$ cat config.mk
export PLATFORM = sky130hd
export DESIGN_NAME = vga_sync_gen_flat
export DESIGN_NICKNAME = d
export VERILOG_FILES = /design/src/rtl/vga_timing_pkg.sv /design/src/rtl/vga_sync_gen_if.sv /design/src/rtl/vga_axis_counter.sv /design/src/rtl/vga_sync_gen.sv /design/src/flat_wrapper.sv
export SDC_FILE = /design/constraint.sdc
export NUM_CORES = 1
export LEC_CHECK = 0
export ABC_AREA = 1
export CORE_MARGIN = 5
export CORE_UTILIZATION = 58
export CTS_CLUSTER_SIZE = 30
export DETAILED_ROUTE_END_ITERATION = 16
export GPL_ROUTABILITY_DRIVEN = 0
export MAX_ROUTING_LAYER = met4
export PLACE_DENSITY = 0.83
export REMOVE_ABC_BUFFERS = 1
export SKIP_CTS_REPAIR_TIMING = 1
export SYNTH_ARGS = -nofsm -noshare
export SYNTH_HDL_FRONTEND = slang
export SYNTH_HIERARCHICAL = 1
export SYNTH_SLANG_ARGS = --single-unit
$ cat constraint.sdc
create_clock -name clk -period 6.25 [get_ports clk]
set_clock_uncertainty 0.05 [all_clocks]
set_input_delay 1.25 -clock clk [delete_from_list [all_inputs] [get_ports clk]]
set_output_delay 1.25 -clock clk [all_outputs]
set_load 0.01 [all_outputs]
$ cat src/rtl/vga_timing_pkg.sv
// Shared timing constants and phase encoding for the VGA sync generator.
// Defaults describe 640x480@60 Hz at a 25.175 MHz pixel clock.
package vga_timing_pkg;

  localparam int unsigned POS_W = 10;
  typedef logic [POS_W-1:0] pos_t;

  localparam int unsigned H_DISPLAY_DEF = 640;
  localparam int unsigned H_FRONT_DEF   = 16;
  localparam int unsigned H_SYNC_DEF    = 96;
  localparam int unsigned H_BACK_DEF    = 48;
  localparam int unsigned V_DISPLAY_DEF = 480;
  localparam int unsigned V_FRONT_DEF   = 10;
  localparam int unsigned V_SYNC_DEF    = 2;
  localparam int unsigned V_BACK_DEF    = 33;

  function automatic int unsigned axis_total(input int unsigned display, input int unsigned front,
                                             input int unsigned sync, input int unsigned back);
    return display + front + sync + back;
  endfunction

  localparam int unsigned H_TOTAL = axis_total(H_DISPLAY_DEF, H_FRONT_DEF, H_SYNC_DEF, H_BACK_DEF);
  localparam int unsigned V_TOTAL = axis_total(V_DISPLAY_DEF, V_FRONT_DEF, V_SYNC_DEF, V_BACK_DEF);

  typedef logic [1:0] phase_t;
  localparam phase_t PH_ACTIVE = 2'd0;
  localparam phase_t PH_FRONT  = 2'd1;
  localparam phase_t PH_SYNC   = 2'd2;
  localparam phase_t PH_BACK   = 2'd3;

  // Pin level for a sync pulse given whether the pulse is active.
  function automatic logic sync_level(input logic active, input logic neg);
    return active ^ neg;
  endfunction

endpackage

$ cat src/rtl/vga_sync_gen_if.sv
// Timing bundle between the sync generator (master) and pixel/colour logic (slave).
interface vga_sync_gen_if;
  import vga_timing_pkg::*;

  logic       ena;
  logic       hsync;
  logic       vsync;
  logic       display_on;
  pos_t       hpos;
  pos_t       vpos;
  logic       line_start;
  logic       frame_start;
  logic [9:0] frame_count;

  modport master (
    input  ena,
    output hsync, vsync, display_on, hpos, vpos, line_start, frame_start, frame_count
  );

  modport slave (
    output ena,
    input  hsync, vsync, display_on, hpos, vpos, line_start, frame_start, frame_count
  );

endinterface

$ cat src/rtl/vga_axis_counter.sv
// One timing axis: position counter plus ACTIVE/FRONT/SYNC/BACK phase register.
// Exposes the phase being loaded this edge so the parent can register aligned outputs.
module vga_axis_counter
  import vga_timing_pkg::*;
#(
  parameter int unsigned DISPLAY = H_DISPLAY_DEF,
  parameter int unsigned FRONT   = H_FRONT_DEF,
  parameter int unsigned SYNC    = H_SYNC_DEF,
  parameter int unsigned BACK    = H_BACK_DEF
) (
  input  logic   clk,
  input  logic   rst_n,
  input  logic   step_i,
  output pos_t   pos_o,
  output phase_t state_next_o,
  output logic   wrap_o
);

  localparam int unsigned TOTAL = axis_total(DISPLAY, FRONT, SYNC, BACK);
  localparam pos_t LAST     = POS_W'(TOTAL - 1);
  localparam pos_t FRONT_AT = POS_W'(DISPLAY);
  localparam pos_t SYNC_AT  = POS_W'(DISPLAY + FRONT);
  localparam pos_t BACK_AT  = POS_W'(DISPLAY + FRONT + SYNC);

  pos_t   pos_q, pos_d;
  phase_t state_q, state_d;

  always_comb begin
    pos_d   = pos_q;
    state_d = state_q;
    if (step_i) begin
      pos_d = (pos_q == LAST) ? '0 : pos_q + POS_W'(1);
      // Phase decoded from the next position so it lands on the same edge as pos.
      case (state_q)
        PH_ACTIVE: if (pos_d == FRONT_AT) state_d = PH_FRONT;
        PH_FRONT:  if (pos_d == SYNC_AT)  state_d = PH_SYNC;
        PH_SYNC:   if (pos_d == BACK_AT)  state_d = PH_BACK;
        PH_BACK:   if (pos_d == '0)       state_d = PH_ACTIVE;
        default:   state_d = PH_ACTIVE;
      endcase
    end
  end

  always_ff @(posedge clk or negedge rst_n) begin
    if (!rst_n) begin
      pos_q   <= '0;
      state_q <= PH_ACTIVE;
    end else begin
      pos_q   <= pos_d;
      state_q <= state_d;
    end
  end

  assign pos_o        = pos_q;
  assign state_next_o = state_d;
  assign wrap_o       = (pos_q == LAST);

endmodule

$ cat src/rtl/vga_sync_gen.sv
// VGA pixel-timing generator: sync, display-active, coordinates, strobes and frame counter.
// Every output is a flop loaded from next-state decode so all describe the same pixel.
module vga_sync_gen
  import vga_timing_pkg::*;
#(
  parameter int unsigned H_DISPLAY = H_DISPLAY_DEF,
  parameter int unsigned H_FRONT   = H_FRONT_DEF,
  parameter int unsigned H_SYNC    = H_SYNC_DEF,
  parameter int unsigned H_BACK    = H_BACK_DEF,
  parameter int unsigned V_DISPLAY = V_DISPLAY_DEF,
  parameter int unsigned V_FRONT   = V_FRONT_DEF,
  parameter int unsigned V_SYNC    = V_SYNC_DEF,
  parameter int unsigned V_BACK    = V_BACK_DEF,
  parameter bit          SYNC_NEG  = 1'b1
) (
  input  logic           clk,
  input  logic           rst_n,
  vga_sync_gen_if.master vga
);

  pos_t   h_pos, v_pos;
  phase_t h_state_d, v_state_d;
  logic   h_wrap, v_wrap;
  logic   v_step;

  assign v_step = vga.ena & h_wrap;

  vga_axis_counter #(
    .DISPLAY (H_DISPLAY),
    .FRONT   (H_FRONT),
    .SYNC    (H_SYNC),
    .BACK    (H_BACK)
  ) u_h_axis (
    .clk          (clk),
    .rst_n        (rst_n),
    .step_i       (vga.ena),
    .pos_o        (h_pos),
    .state_next_o (h_state_d),
    .wrap_o       (h_wrap)
  );

  vga_axis_counter #(
    .DISPLAY (V_DISPLAY),
    .FRONT   (V_FRONT),
    .SYNC    (V_SYNC),
    .BACK    (V_BACK)
  ) u_v_axis (
    .clk          (clk),
    .rst_n        (rst_n),
    .step_i       (v_step),
    .pos_o        (v_pos),
    .state_next_o (v_state_d),
    .wrap_o       (v_wrap)
  );

  logic       hsync_q, hsync_d;
  logic       vsync_q, vsync_d;
  logic       display_on_q, display_on_d;
  logic       line_start_q, line_start_d;
  logic       frame_start_q, frame_start_d;
  logic [9:0] frame_count_q, frame_count_d;
  logic       vsync_on_q;

  assign vsync_on_q = vsync_q ^ SYNC_NEG;

  always_comb begin
    hsync_d       = sync_level(h_state_d == PH_SYNC, SYNC_NEG);
    vsync_d       = sync_level(v_state_d == PH_SYNC, SYNC_NEG);
    display_on_d  = (h_state_d == PH_ACTIVE) && (v_state_d == PH_ACTIVE);
    line_start_d  = vga.ena & h_wrap;
    frame_start_d = vga.ena & h_wrap & v_wrap;
    frame_count_d = frame_count_q;
    // Count on the rising edge of vsync activity; phases hold while ena is low.
    if ((v_state_d == PH_SYNC) && !vsync_on_q) begin
      frame_count_d = frame_count_q + 10'd1;
    end
  end

  always_ff @(posedge clk or negedge rst_n) begin
    if (!rst_n) begin
      hsync_q       <= SYNC_NEG;
      vsync_q       <= SYNC_NEG;
      display_on_q  <= 1'b1;
      line_start_q  <= 1'b0;
      frame_start_q <= 1'b0;
      frame_count_q <= '0;
    end else begin
      hsync_q       <= hsync_d;
      vsync_q       <= vsync_d;
      display_on_q  <= display_on_d;
      line_start_q  <= line_start_d;
      frame_start_q <= frame_start_d;
      frame_count_q <= frame_count_d;
    end
  end

  assign vga.hsync       = hsync_q;
  assign vga.vsync       = vsync_q;
  assign vga.display_on  = display_on_q;
  assign vga.hpos        = h_pos;
  assign vga.vpos        = v_pos;
  assign vga.line_start  = line_start_q;
  assign vga.frame_start = frame_start_q;
  assign vga.frame_count = frame_count_q;

endmodule

$ cat src/flat_wrapper.sv
// flat-port wrapper written by rule: the top's interface ports become plain ports
module vga_sync_gen_flat import vga_timing_pkg::*;
#(
  parameter int unsigned H_DISPLAY = H_DISPLAY_DEF,
  parameter int unsigned H_FRONT   = H_FRONT_DEF,
  parameter int unsigned H_SYNC    = H_SYNC_DEF,
  parameter int unsigned H_BACK    = H_BACK_DEF,
  parameter int unsigned V_DISPLAY = V_DISPLAY_DEF,
  parameter int unsigned V_FRONT   = V_FRONT_DEF,
  parameter int unsigned V_SYNC    = V_SYNC_DEF,
  parameter int unsigned V_BACK    = V_BACK_DEF,
  parameter bit          SYNC_NEG  = 1'b1
)
  (clk, rst_n, vga_ena, vga_hsync, vga_vsync, vga_display_on, vga_hpos, vga_vpos, vga_line_start, vga_frame_start, vga_frame_count);
  vga_sync_gen_if vga_i ();
  input  logic clk;
  input  logic rst_n;
  input wire logic [$bits(vga_i.ena)-1:0] vga_ena;
  output wire logic [$bits(vga_i.hsync)-1:0] vga_hsync;
  output wire logic [$bits(vga_i.vsync)-1:0] vga_vsync;
  output wire logic [$bits(vga_i.display_on)-1:0] vga_display_on;
  output wire logic [$bits(vga_i.hpos)-1:0] vga_hpos;
  output wire logic [$bits(vga_i.vpos)-1:0] vga_vpos;
  output wire logic [$bits(vga_i.line_start)-1:0] vga_line_start;
  output wire logic [$bits(vga_i.frame_start)-1:0] vga_frame_start;
  output wire logic [$bits(vga_i.frame_count)-1:0] vga_frame_count;
  assign vga_i.ena = vga_ena;
  assign vga_hsync = vga_i.hsync;
  assign vga_vsync = vga_i.vsync;
  assign vga_display_on = vga_i.display_on;
  assign vga_hpos = vga_i.hpos;
  assign vga_vpos = vga_i.vpos;
  assign vga_line_start = vga_i.line_start;
  assign vga_frame_start = vga_i.frame_start;
  assign vga_frame_count = vga_i.frame_count;
  vga_sync_gen #(.H_DISPLAY(H_DISPLAY), .H_FRONT(H_FRONT), .H_SYNC(H_SYNC), .H_BACK(H_BACK), .V_DISPLAY(V_DISPLAY), .V_FRONT(V_FRONT), .V_SYNC(V_SYNC), .V_BACK(V_BACK), .SYNC_NEG(SYNC_NEG)) u_core (.clk(clk), .rst_n(rst_n), .vga(vga_i));
endmodule
* Yosys cells after proc, flatten, opt, wreduce, memory -nomap -nowiden
Index checks and enable logic that the tools add are counted.
Widths: inputs -> output; s select.
** Word-level totals
- Output and inout port bits :: 35
- Flip-flop bits (word level) :: 39
- Memories kept :: 0
- Bits in read-only memories :: 0
- Logic and storage cells :: 55
- Bits in writable memories :: 0
- Latch bits :: 0
** Operators by class
- Muxes and demuxes :: 14
- Eq/ne operators :: 16
- Add/sub/neg operators :: 3
- Multiply operators :: 0
- Div/mod/pow operators :: 0
- Bitwise logic cells :: 4
- $lt $le $gt $ge :: 0
- Reduce and logical (&&, ||, !) cells :: 8
- Shift operators :: 0
** Operator list (count)
- $eq 10x10->1 const B :: 5
- $add 10x1->10 const B :: 3
- $eq 10x9->1 const B :: 3
- $logic_not 10->1 :: 2
- $mux 10 :: 2
- $mux 2 :: 10
- $pmux 2 s4 :: 2
- $eq 2x2->1 const B :: 6
- $logic_not 2->1 :: 4
- $eq 2x1->1 const B :: 2
- $and 1x1->1 :: 2
- $logic_and 1x1->1 :: 2
- $not 1->1 :: 2

* Logic depth before layout (Yosys ltp)
- Depth in word-level cells :: 8
- Mapped depth :: 20
- Gate-level depth less buffers :: 20

* Hierarchy
Netlist, hierarchy kept.
** Modules (own cells, without submodules)
- vga_axis_counter (u_core.u_v_axis) :: times used 1, seq. area each 300.3 um2, area an instance 935.9 um2, cells an instance 159
- vga_axis_counter (u_core.u_h_axis) :: times used 1, seq. area each 300.3 um2, area an instance 809.5 um2, cells an instance 117
- vga_sync_gen :: times used 1, seq. area each 379.1 um2, area an instance 705.7 um2, cells an instance 72

* Least setup slack after synthesis
No wires, ideal clock.
- Kind :: input -> register
- Start :: in vga_ena
- End :: reg u_core.frame_count_q[5], in the netlist u_core/vga.frame_count[5]
- Stages on the path :: 11
- Setup time :: 0.128 ns
- Slack :: 3.753 ns
- Data arrival time :: 2.319 ns
- Buffers on the path :: 1
- Cell sequence :: nand2_1 > inv_1 > inv_1 > clkbuf_1 > nand2_1 > nand2_1 > inv_2 > nand3_4 > nor2_8 > nand2_2 > xnor2_2
** On the way
- Word-level cells in the longest chain between the ends :: 4
** Ends and longest elaborated chain
- start, declared :: line flat_wrapper.sv:18 : input wire logic [$bits(vga_i.ena)-1:0] vga_ena;
- $and 1x1->1
- named net u_core.line_start_d :: line vga_sync_gen.sv:59 : logic line_start_q, line_start_d;
- $mux 2 :: line vga_axis_counter.sv:31 : if (step_i) begin
- named net u_core.v_state_d[0] :: line vga_sync_gen.sv:22 : phase_t h_state_d, v_state_d;
- $eq 2x2->1 :: line vga_sync_gen.sv:74 : if ((v_state_d == PH_SYNC) && !vsync_on_q) begin
- $logic_and 1x1->1 :: line vga_sync_gen.sv:74
- end signal, assigned :: line vga_sync_gen.sv:93 : frame_count_q <= frame_count_d;
- end, declared :: line vga_sync_gen.sv:61 : logic [9:0] frame_count_q, frame_count_d;
The timed path passes the listed nets, and every way through them passes these cells.
A chain may end at the register's enable or synchronous reset.

* Final worst setup path
- Start :: in vga_ena
- End :: reg u_core.frame_count_q[7], in the netlist u_core/vga.frame_count[7]
Same word-level chain as after synthesis.

==> results.toml <==
[worst_setup_path]
slowest_stage = "clkdlybuf4s50_1"
worstSetupPathType = "in2reg"
cp-end-kind = "register"
regToRegStartpoint = "u_core/u_h_axis/pos_o[0]$_DFFE_PN0P_"
r2r_slack_ns = 3.62
cp_max_fo = 20
critPathMaxStageDelay_ns = 0.67
setup.worst_path.end = "u_core/vga.frame_count[7]$_DFFE_PN0P_"
ff2ff_path_depth = 16
cp_cell_sequence = "clkdlybuf4s50_1, nand2_1, inv_1, inv_1, nand2_1, nand2_1, inv_2, nand3_4, nor2_8, nand3_1, nand2_1, nand2_1"
cp.required_ns = 6.38
worstPathArrival_ns = 3.28
worst_path_most_repeated_cell = "nand2_1"
cp-start-kind = "input port"
r2r_end = "u_core/vga.frame_count[7]$_DFFE_PN0P_"
cp-startpoint = "vga_ena"

[timing]
max_freq_mhz = 317.6
rsz0062_at_grt = "false"
worst_pin_slew_ns = 0.8277
finalCritPeriodShare_pct = 50.37
setup-violations-final = 0
hold_viol_final = 0
drv_slew = 0
max_slew_margin_pct = 44.82
tns_ns = 0
min_period_ns = 3.148

[floorplan]
design.core.area_um2 = 4058
rows = 23
ios = 38
dieArea_um2 = 5626
die_h_um = 75.01
fp.dieW_um = 75.01
initial_utilization_pct = 60.41

[yosys]
syn_inst = 348
synth_xor_area_share_pct = 2.450
synth_warnings = 6
synth-compound-area-share_pct = 7.147
synth_area_per_cell_um2 = 7.043
synth_top_family_by_area = "simple AND/OR/NAND/NOR gates"
synth-seq-cells = 39
ys_seq_area_share_pct = 39.97
synthMuxAreaShare_pct = 0
synth_cell_types = 29
synth_area_um2 = 2451
synth-simple-area-share_pct = 40.38
synth-adder-area-share_pct = 2.042

[clocking]
numCtsBuffers = 5
clk_path_buf_depth = 2
insertion_delay_ns = 0.29
cts_tree = "built"
clock-root-buffer = "clkbuf_8"
cts.clk_slew.worst_paths_ns = 0.07
cts.htree.levels = 2
clkSinkCount = 39

[drt]
drt_iter0_drc = 135
vias = 2263
viasPerCell = 5.167
route.detailed.drc = 0
wirelength_mm = 5.239
wire_per_inst_um = 11.96
drtAntennaViolNets = 0
dr.pass1.iters = 4

[layout]
syn2layout_area_growth_pct = 21.44
final_cell_area_um2 = 2977
drive_above_1_share_pct = 9.278
fin_util_pct = 73.36
diodes = 0
fin_nets = 394
final_cells = 438

[pwr]
ir_drop_mv = 0.2052
p_leak_uw = 0.001475
fin_total_pwr_uw = 645.4
power_density_nw_per_um2 = 216.8

[place]
dp_hpwl_mm = 3.927
port_buffers = 37
post_dp_cell_area_um2 = 2859
place_inst = 430

[global_routing]
gr-total-overflow = 0
antenna_found_initial = 0
grt_pass1_wl_mm = 9.390
grt_max_degree = 40
grt_pass1_vias = 2149
grt_usage_pct = 22.29

[flow_run]
max_cap_violations = 0

[worst_hold_path]
min_path_type = "reg2reg"

[run_status]
outcome = "finished, final reports clean"
-- report_power, final --
part	internal (µW)	switching (µW)	total [µW]	leakage [µW]
clock network	129	84.5	214	0.0000612
logic	58.2	75.3	134	0.000906
registers	271	26.9	298	0.000509
total	459	187	645	0.00148
-- synth_stat cells --
library cell,count,area (µm²)
dfrtp_1,36,900.9
and3_1,1,6.260
nand3_4,2,35.03
buf_2,1,5.000
nand3b_1,3,22.52
nand2_1,121,454.2
nand4_1,6,37.54
o21ai_0,20,100.1
o21bai_1,2,15.01
nor4_1,1,6.260
nand2_2,3,18.77
a21oi_2,2,17.52
nor2_8,2,40.04
xor2_1,2,17.52
nand3_2,5,50.05
inv_1,46,172.7
a21oi_1,6,30.03
o31ai_1,1,7.510
nor2_1,41,153.9
xnor2_1,3,26.28
xnor2_2,1,16.27
clkbuf_1,4,15.01
nor2_2,7,43.79
ha_1,4,50.05
o21ai_1,1,5.000
nor2_4,1,11.26
dfstp_2,3,78.83
inv_2,1,3.750
nand3_1,22,110.1
-- metrics by stage --
step	hold WS [ns]	setup slack, ns
3_5_place_dp	0.4632	2.803
4_1_cts	0.4785	3.103
3_3_place_gp	0.4573	2.886
2_1_floorplan	0.4888	3.779
5_1_grt	0.5086	2.832
6_report	0.4830	3.102
-- worst max-delay path, delay by kind of cell --
family	cells	cell delay [ns]
buffers and inverters	4	1.15
AND/OR/NAND/NOR	8	0.87
-- state kept, by name, indices dropped and copies added (netlist names) --
signal	cells
u_core/vga.display_on	1
u_core/vga.frame_count	10
u_core/u_h_axis/pos_o	10
u_core/u_v_axis/state_q	2
u_core/u_v_axis/pos_o	10
u_core/vga.vsync	1
u_core/vga.frame_start	1
u_core/vga.hsync	1
u_core/u_h_axis/state_q	2
u_core/vga.line_start	1
-- final cells by class --
type | count | area, µm²
multi-input combinational | 257 | 1275
tap | 50 | 62.56
fill | 352 | 1081
clock buffer | 6 | 82.58
clock inverter | 2 | 35.03
inverter | 47 | 176.4
timing repair buffer | 37 | 365.4
sequential | 39 | 979.7
-- logic make-up (layout without fill, tap and decap cells) --
logic type / Yosys count / count (layout)
adder cells (fa/ha/maj): 4 / 4
buffers and inverters: 52 / 92
AO/OA/AOI/OAI: 32 / 32
AND/OR/NAND/NOR: 215 / 215
XOR/XNOR: 6 / 6
flip-flops: 39 / 39
-- cell usage in the layout (no fill, tap or decap), drive strengths merged --
cell / n
clkinv: 1
bufinv: 1
nand2: 124
buf: 1
inv: 47
clkbuf: 6
ha: 4
dfstp: 3
o21ai: 21
nor4: 1
nand3b: 3
xor2: 2
o21bai: 2
nor2: 51
nand4: 6
clkdlybuf4s50: 36
o31ai: 1
a21oi: 8
and3: 1
xnor2: 4
nand3: 29
dfrtp: 36
-- routing by layer --
metal | vias up | track usage [%] | routed length (µm)
met5 | - | - | 0
met4 | 0 | 7.312 | 85
met3 | 10 | 4.673 | 207
met2 | 50 | 34.14 | 2422
met1 | 1034 | 29.61 | 2523
li1 | 1169 | - | -
-- worst min path at each step --
stage	slack [ns]	cells past startpoint	endpoint	startpoint
after floorplan	0.49	1	u_core/vga.frame_count[3]$_DFFE_PN0P_	u_core/vga.frame_count[3]$_DFFE_PN0P_
after global placement	0.46	1	u_core/vga.frame_count[3]$_DFFE_PN0P_	u_core/vga.frame_count[3]$_DFFE_PN0P_
after detailed placement	0.46	1	u_core/vga.frame_count[3]$_DFFE_PN0P_	u_core/vga.frame_count[3]$_DFFE_PN0P_
after CTS	0.48	1	u_core/vga.frame_count[4]$_DFFE_PN0P_	u_core/vga.frame_count[4]$_DFFE_PN0P_
after global routing	0.51	1	u_core/vga.frame_count[3]$_DFFE_PN0P_	u_core/vga.frame_count[3]$_DFFE_PN0P_
final	0.48	1	u_core/vga.frame_count[4]$_DFFE_PN0P_	u_core/vga.frame_count[4]$_DFFE_PN0P_
Power figures use the tool's default switching activity.
